--- src/rtl/regfile_read_arbiter.sv ---
// Round-robin arbiter for the single read port of the 4-entry register bank.
// Optional owner locking is enabled by defining ARB_LOCK_EN.
module regfile_read_arbiter #(
    parameter int unsigned DATA_W   = 32,
    parameter int unsigned LOCK_MAX = 4
) (
    input  logic              clk,
    input  logic              reset,
    input  logic [3:0]        req,
    input  logic [7:0]        req_reg_no,
    output logic [3:0]        grant,
    output logic [1:0]        reg_no,
    input  logic [DATA_W-1:0] reg_data,
    output logic [DATA_W-1:0] rd_data,
    output logic              rd_valid,
    output logic [1:0]        rd_id
`ifdef ARB_LOCK_EN
    ,
    input  logic [3:0]        req_lock
`endif
);

    if (LOCK_MAX < 1 || LOCK_MAX > 15) begin : g_lock_max_check
        $error("LOCK_MAX must be in 1..15");
    end

    logic [1:0] rr_ptr;
    logic       issue_v;
    logic [1:0] issue_id;

    logic       rr_found;
    logic [1:0] rr_win;
    logic [1:0] scan_idx;
    logic       win_v;
    logic [1:0] win;

    always_comb begin
        rr_found = 1'b0;
        rr_win   = '0;
        scan_idx = '0;
        for (int unsigned i = 0; i < 4; i++) begin
            scan_idx = rr_ptr + 2'(i);
            if (!rr_found && req[scan_idx]) begin
                rr_found = 1'b1;
                rr_win   = scan_idx;
            end
        end
    end

`ifdef ARB_LOCK_EN
    logic [3:0] lock_cnt;
    logic       hold;

    // The owner is whoever was granted last cycle; the count includes its first grant.
    assign hold  = issue_v && req[issue_id] && req_lock[issue_id] && (lock_cnt < 4'(LOCK_MAX));
    assign win_v = hold || rr_found;
    assign win   = hold ? issue_id : rr_win;

    always_ff @(posedge clk or posedge reset) begin
        if (reset) begin
            lock_cnt <= '0;
        end else if (hold) begin
            lock_cnt <= lock_cnt + 4'd1;
        end else if (rr_found && req_lock[rr_win]) begin
            lock_cnt <= 4'd1;
        end else begin
            lock_cnt <= '0;
        end
    end
`else
    assign win_v = rr_found;
    assign win   = rr_win;
`endif

    always_ff @(posedge clk or posedge reset) begin
        if (reset) begin
            grant    <= '0;
            reg_no   <= '0;
            rr_ptr   <= '0;
            issue_v  <= 1'b0;
            issue_id <= '0;
            rd_data  <= '0;
            rd_valid <= 1'b0;
            rd_id    <= '0;
        end else begin
            if (win_v) begin
                grant    <= 4'b0001 << win;
                reg_no   <= req_reg_no[{win, 1'b0} +: 2];
                issue_v  <= 1'b1;
                issue_id <= win;
                rr_ptr   <= win + 2'd1;
            end else begin
                grant    <= '0;
                issue_v  <= 1'b0;
            end
            rd_valid <= issue_v;
            if (issue_v) begin
                rd_data <= reg_data;
                rd_id   <= issue_id;
            end
        end
    end

endmodule

--- config.mk ---
export PLATFORM = sky130hd
export DESIGN_NAME = regfile_read_arbiter
export DESIGN_NICKNAME = d
export VERILOG_FILES = /design/src/rtl/regfile_read_arbiter.sv
export SDC_FILE = /design/constraint.sdc
export NUM_CORES = 1
export LEC_CHECK = 0
export CAP_MARGIN = 0
export CORE_UTILIZATION = 40
export DETAILED_ROUTE_END_ITERATION = 16
export PLACE_DENSITY = 0.79
export SLEW_MARGIN = 20
export SYNTH_ARGS = -nofsm -noshare
export SYNTH_HDL_FRONTEND = slang
export SYNTH_SLANG_ARGS = --single-unit
export TNS_END_PERCENT = 1
--- constraint.sdc ---
create_clock -name clk -period 4 [get_ports clk]
set_input_delay 0.6 -clock clk [delete_from_list [all_inputs] [get_ports clk]]
set_output_delay 0.6 -clock clk [all_outputs]
set_load 0.005 [all_outputs]
### After elaboration in Yosys (flattened, before gate mapping)

Cells that the tools add are included.

| word-level totals | value |
|---|---|
| flip-flop bits (word level) | 46 |
| output and inout port bits | 41 |
| word-level logic and storage cells | 42 |

| operators by class | value |
|---|---|
| add/subtract/negate cells | 4 |
| magnitude comparators | 4 |
| shifts and indexed selects | 2 |
| muxes and demuxes | 18 |
| reduce and logical (&&, ||, !) cells | 6 |

Operator list:

| cell | count |
|---|---|
| $lt 2x3->1 const B | 4 |
| $mux 1 | 9 |
| $bmux 1 s2 | 4 |
| $mux 2 | 4 |
| $shiftx 8x4->2 | 1 |
| $add 2x1->2 const B | 2 |
| $add 2x2->2 const B | 2 |
| $mux 4 | 1 |
| $shl 1x2->4 const A | 1 |
| $logic_and 1x1->1 | 3 |
| $logic_not 1->1 | 3 |

### Depth between registers and ports, before layout

| depth | value |
|---|---|
| depth in word-level cells | 14 |
| mapped depth | 6 |

### Least setup slack after synthesis

Ideal clock, no wire load.

| path | value |
|---|---|
| kind | in2reg |
| start point | input port req[3] |
| end point | register reg_no[1] |
| setup time | 0.141 ns |
| data arrival time | 1.470 ns |
| path slack | 2.388 ns |
| stages | 6 |
| cells stage by stage | nand2b_1 -> nor3b_2 -> o22ai_2 -> buf_6 -> mux2i_1 -> o221ai_1 |

| on the way | value |
|---|---|
| longest elaborated chain between the ends | 13 |

Ends and longest elaborated chain:

| what | line | text |
|---|---|---|
| start, declared | 9 | `input logic [3:0] req,` |
| $bmux 1 s2 | 43 | `if (!rr_found && req[scan_idx]) begin` |
| $mux 1 (implied by the code) | 43 |  |
| $mux 1 | 43 |  |
| $logic_not 1->1 | 43 |  |
| $logic_and 1x1->1 | 43 |  |
| $mux 1 | 43 |  |
| $logic_not 1->1 | 43 |  |
| $logic_and 1x1->1 | 43 |  |
| $mux 1 | 43 |  |
| $logic_not 1->1 | 43 |  |
| $logic_and 1x1->1 | 43 |  |
| $mux 2 | 43 |  |
| $shiftx 8x4->2 | 88 | `reg_no <= req_reg_no[{win, 1'b0} +: 2];` |
| end signal, assigned | 88 |  |
| end, declared | 12 | `output logic [1:0] reg_no,` |

Parallel ways exist; a longest one is shown, timed or not. The select of a mux whose other input is x is not followed.
A chain may end at the register's enable or synchronous reset.

### Worst setup path in the final report

Same ends and word-level chain as after synthesis.

==> summary.md <==
| Metric | Value |
|---|---|
| Status | `complete, no violations` |
| Overall Power | `1.209 mW` |
| Hold path depth | `2` |
| Die W | `69.72 um` |
| # Max-Cap Violations | `0` |
| Fin crit period | `2.106 ns` |
| Hold Vio Cnt, Final | `0` |
| Vias in the first global route | `1,358` |
| Fmax | `0.4749 GHz` |
| Initial antenna violation count | `0` |
| Critical Path RT | `4.15 ns` |
| Worst hold path endpoint | `issue_id[1]$_DFFE_PP0P_` |
| Mapped Avg Cell Area | `14.44 um^2` |
| WS Path Type | `input port to flop` |
| Most common flop cell mapped by yosys | `dfrtp_1` |
| Post-CTS Setup Inserts | `0` |
| Routed WL per cell | `14.01 um` |
| Post-DRT Antenna Nets | `0` |
| Fin nets | `262` |
| GPL Wtd Cong | `0.7212` |
| Drt drc | `0` |
| Syn nets | `173` |
| CTS H-tree depth | `2` |
| Final setup vio count | `0` |
| Crit path buffers/inverters | `1` |
| Actual slew at the worst max-slew pin | `0.9068 ns` |
| Clock transition at path regs | `0.08 ns` |
| Syn Inst Count | `127` |
| Die area | `4860 um^2` |
| Share of cells above drive strength 1 | `0.2350` |
| Half-perimeter wire length after placement | `2.838 mm` |
| HP Class | `flop to flop` |
| Core area | `4384 um^2` |
| Post-synth ARST share | `1.000` |
| Gr ovfl total | `0` |
| Clock Skew | `0.005192 ns` |
| TNS Setup | `0 ns` |
| Hold_buf cts | `0` |
| Area grow syn2layout | `54.43%` |
| Clock sink count | `46` |
| Diodes inserted | `0` |
| Netlist cell types | `30` |
| Largest net degree at the start of global routing | `47` |
| Tcrit/Tclk final | `0.5264` |
| GRT Overall Usage | `0.1637` |
| Register-to-Register Path Depth | `5` |
| Clk Latency, worst-skew pair | `0.29 ns` |
| Setup slack, reg-to-reg | `2.31 ns` |
| FF-to-FF Start | `rr_ptr[0]$_DFFE_PP0P_` |
| Post-cts sizing count | `0` |
| Crit. End Element | `flop` |
| CTS tree | `yes` |
| Router iterations before antenna repair | `4` |
| Delay-heaviest family, CP | `compound AO/OA/AOI/OAI gates` |
| Die Ht | `69.72 um` |
| Pwr dens | `426.7 nW/um^2` |
| CP peak stage delay | `0.50 ns` |
| Synth warn | `0` |
| Via Count | `1,295` |
| Crit path launch type | `input port` |
| Rel. slew slack | `0.3946` |
| First-pass GRT wire length | `6.299 mm` |
| Port bufs | `86` |
| Max clock buf depth | `2` |
| Total length of routed wires | `3.769 mm` |
| Mapped Area | `1834 um^2` |
| WP data arrival | `2.26 ns` |
| Sequential-to-total area share from yosys stat | `0.6276` |
| Leakage dissipation | `1.197 nW` |
| Hold WS | `0.4814 ns` |
| Initial drt markers | `45` |
| Slew Viols, Final | `0` |
| R2R Path End | `reg_no[1]$_DFFE_PP0P_` |
| Slowest-stage cell, CP | `clkdlybuf4s50_1` |
| RSZ-0062 raised after global routing | `false` |
| Number of flops mapped to enable cells by yosys | `0` |
| Critical-path cell list | `clkdlybuf4s50_1 > nand2b_1 > nor3b_2 > o22ai_2 > mux2i_1 > o221ai_1` |
| Critical path depth | `6` |
| Rows | `24` |
| I/O pin total | `87` |
| Root buf cell | `clkbuf_8` |
| Max VDD drop | `0.0002506 V` |
| Initial Util | `0.4184` |
| Synthesized flop and latch total | `46` |
| Vias per inst | `4.814` |
| Critical-path maximum fanout | `12` |
| Launch point of the worst hold path | `issue_id[1]$_DFFE_PP0P_` |
| TritonCTS Buffers | `5` |
## cell usage in the layout (no fill, tap or decap), types with 2 or more instances in the layout
master / instances
mux2_2: 34
clkdlybuf4s50_1: 86
o21ai_0: 2
dfrtp_1: 46
clkbuf_8: 6
mux2i_1: 3
nor2_1: 7
inv_2: 2
nand2_1: 7
inv_1: 2
## report_power, final
group          switching [mW]  leakage, nW  internal, mW
clock                   0.145       0.0472         0.139
combinational           0.124        0.611         0.216
sequential             0.0450        0.538         0.539
## layer usage
metal	track usage	routed length, um	vias to the layer above	part of all wire
li1	-	-	619	-
met1	0.2012	1622	610	0.43
met2	0.2718	1779	60	0.47
met3	0.04942	301	6	0.080
met4	0.06222	66	0	0.018
met5	0	0	-	0
## sequential cells by signal (all words and copies together) (netlist names)
signal    count
reg_no        2
issue_v       1
rd_valid      1
rd_id         2
rd_data      32
issue_id      2
rr_ptr        2
grant         4
## through the flow
step | worst slack [ns] | utilization | instance area [um^2] | instances
after floorplan | 2.312 | - | 1834 | 127
after global placement | 1.672 | 0.6244 | 2738 | 261
after detailed placement | 1.593 | 0.6244 | 2738 | 261
after CTS | 1.901 | 0.6461 | 2833 | 269
after global routing | 1.765 | 0.6461 | 2833 | 269
final | 1.894 | 0.6461 | 2833 | 269
## cell usage after synthesis, types with 2 or more instances
master   instances  area share
o21ai_0          2      0.0055
inv_1            3      0.0061
mux2i_1          3       0.016
mux2_2          34        0.21
dfrtp_1         46        0.63
buf_2            3      0.0082
nand2_1          7       0.014
nor2_1           7       0.014
## worst register-to-register path, stage by stage, from the launching register on
cell and delay, ns:
dfrtp_1 0.41, and2b_4 0.27, nor3_2 0.05, o22ai_2 0.44, mux2i_1 0.26, o221ai_1 0.13
## cells by family (layout without fill, tap and decap cells)
family          Yosys count  after routing  synth area share
compound gates           14             14           0.06208
buf+inv                   9             99           0.02455
flops                    46             46            0.6276
mux                      37             37            0.2251
simple gates             21             21           0.06072
## area by class of cell
class / instances / area [um^2]
fillers: 317 / 1551
inverters: 4 / 15.01
well taps: 52 / 65.06
clock buffers: 6 / 82.58
flip-flops and latches: 46 / 1151
clock inverters: 2 / 12.51
multi-input cells: 72 / 638.1
repair buffers: 87 / 868.3
## how the worst max path moves through the flow
| stage | to | slack (ns) | start |
|---|---|---|---|
| finish | reg_no[1]$_DFFE_PP0P_ | 1.89 | req[3] |
| global route | reg_no[0]$_DFFE_PP0P_ | 1.77 | req[3] |
| CTS | reg_no[1]$_DFFE_PP0P_ | 1.90 | req[3] |
| detailed placement | reg_no[1]$_DFFE_PP0P_ | 1.59 | req[3] |
| global placement | reg_no[1]$_DFFE_PP0P_ | 1.67 | req[3] |
| floorplan | grant[0]$_DFF_PP0_ | 2.31 | reset |
Power figures use the tool's default switching activity.
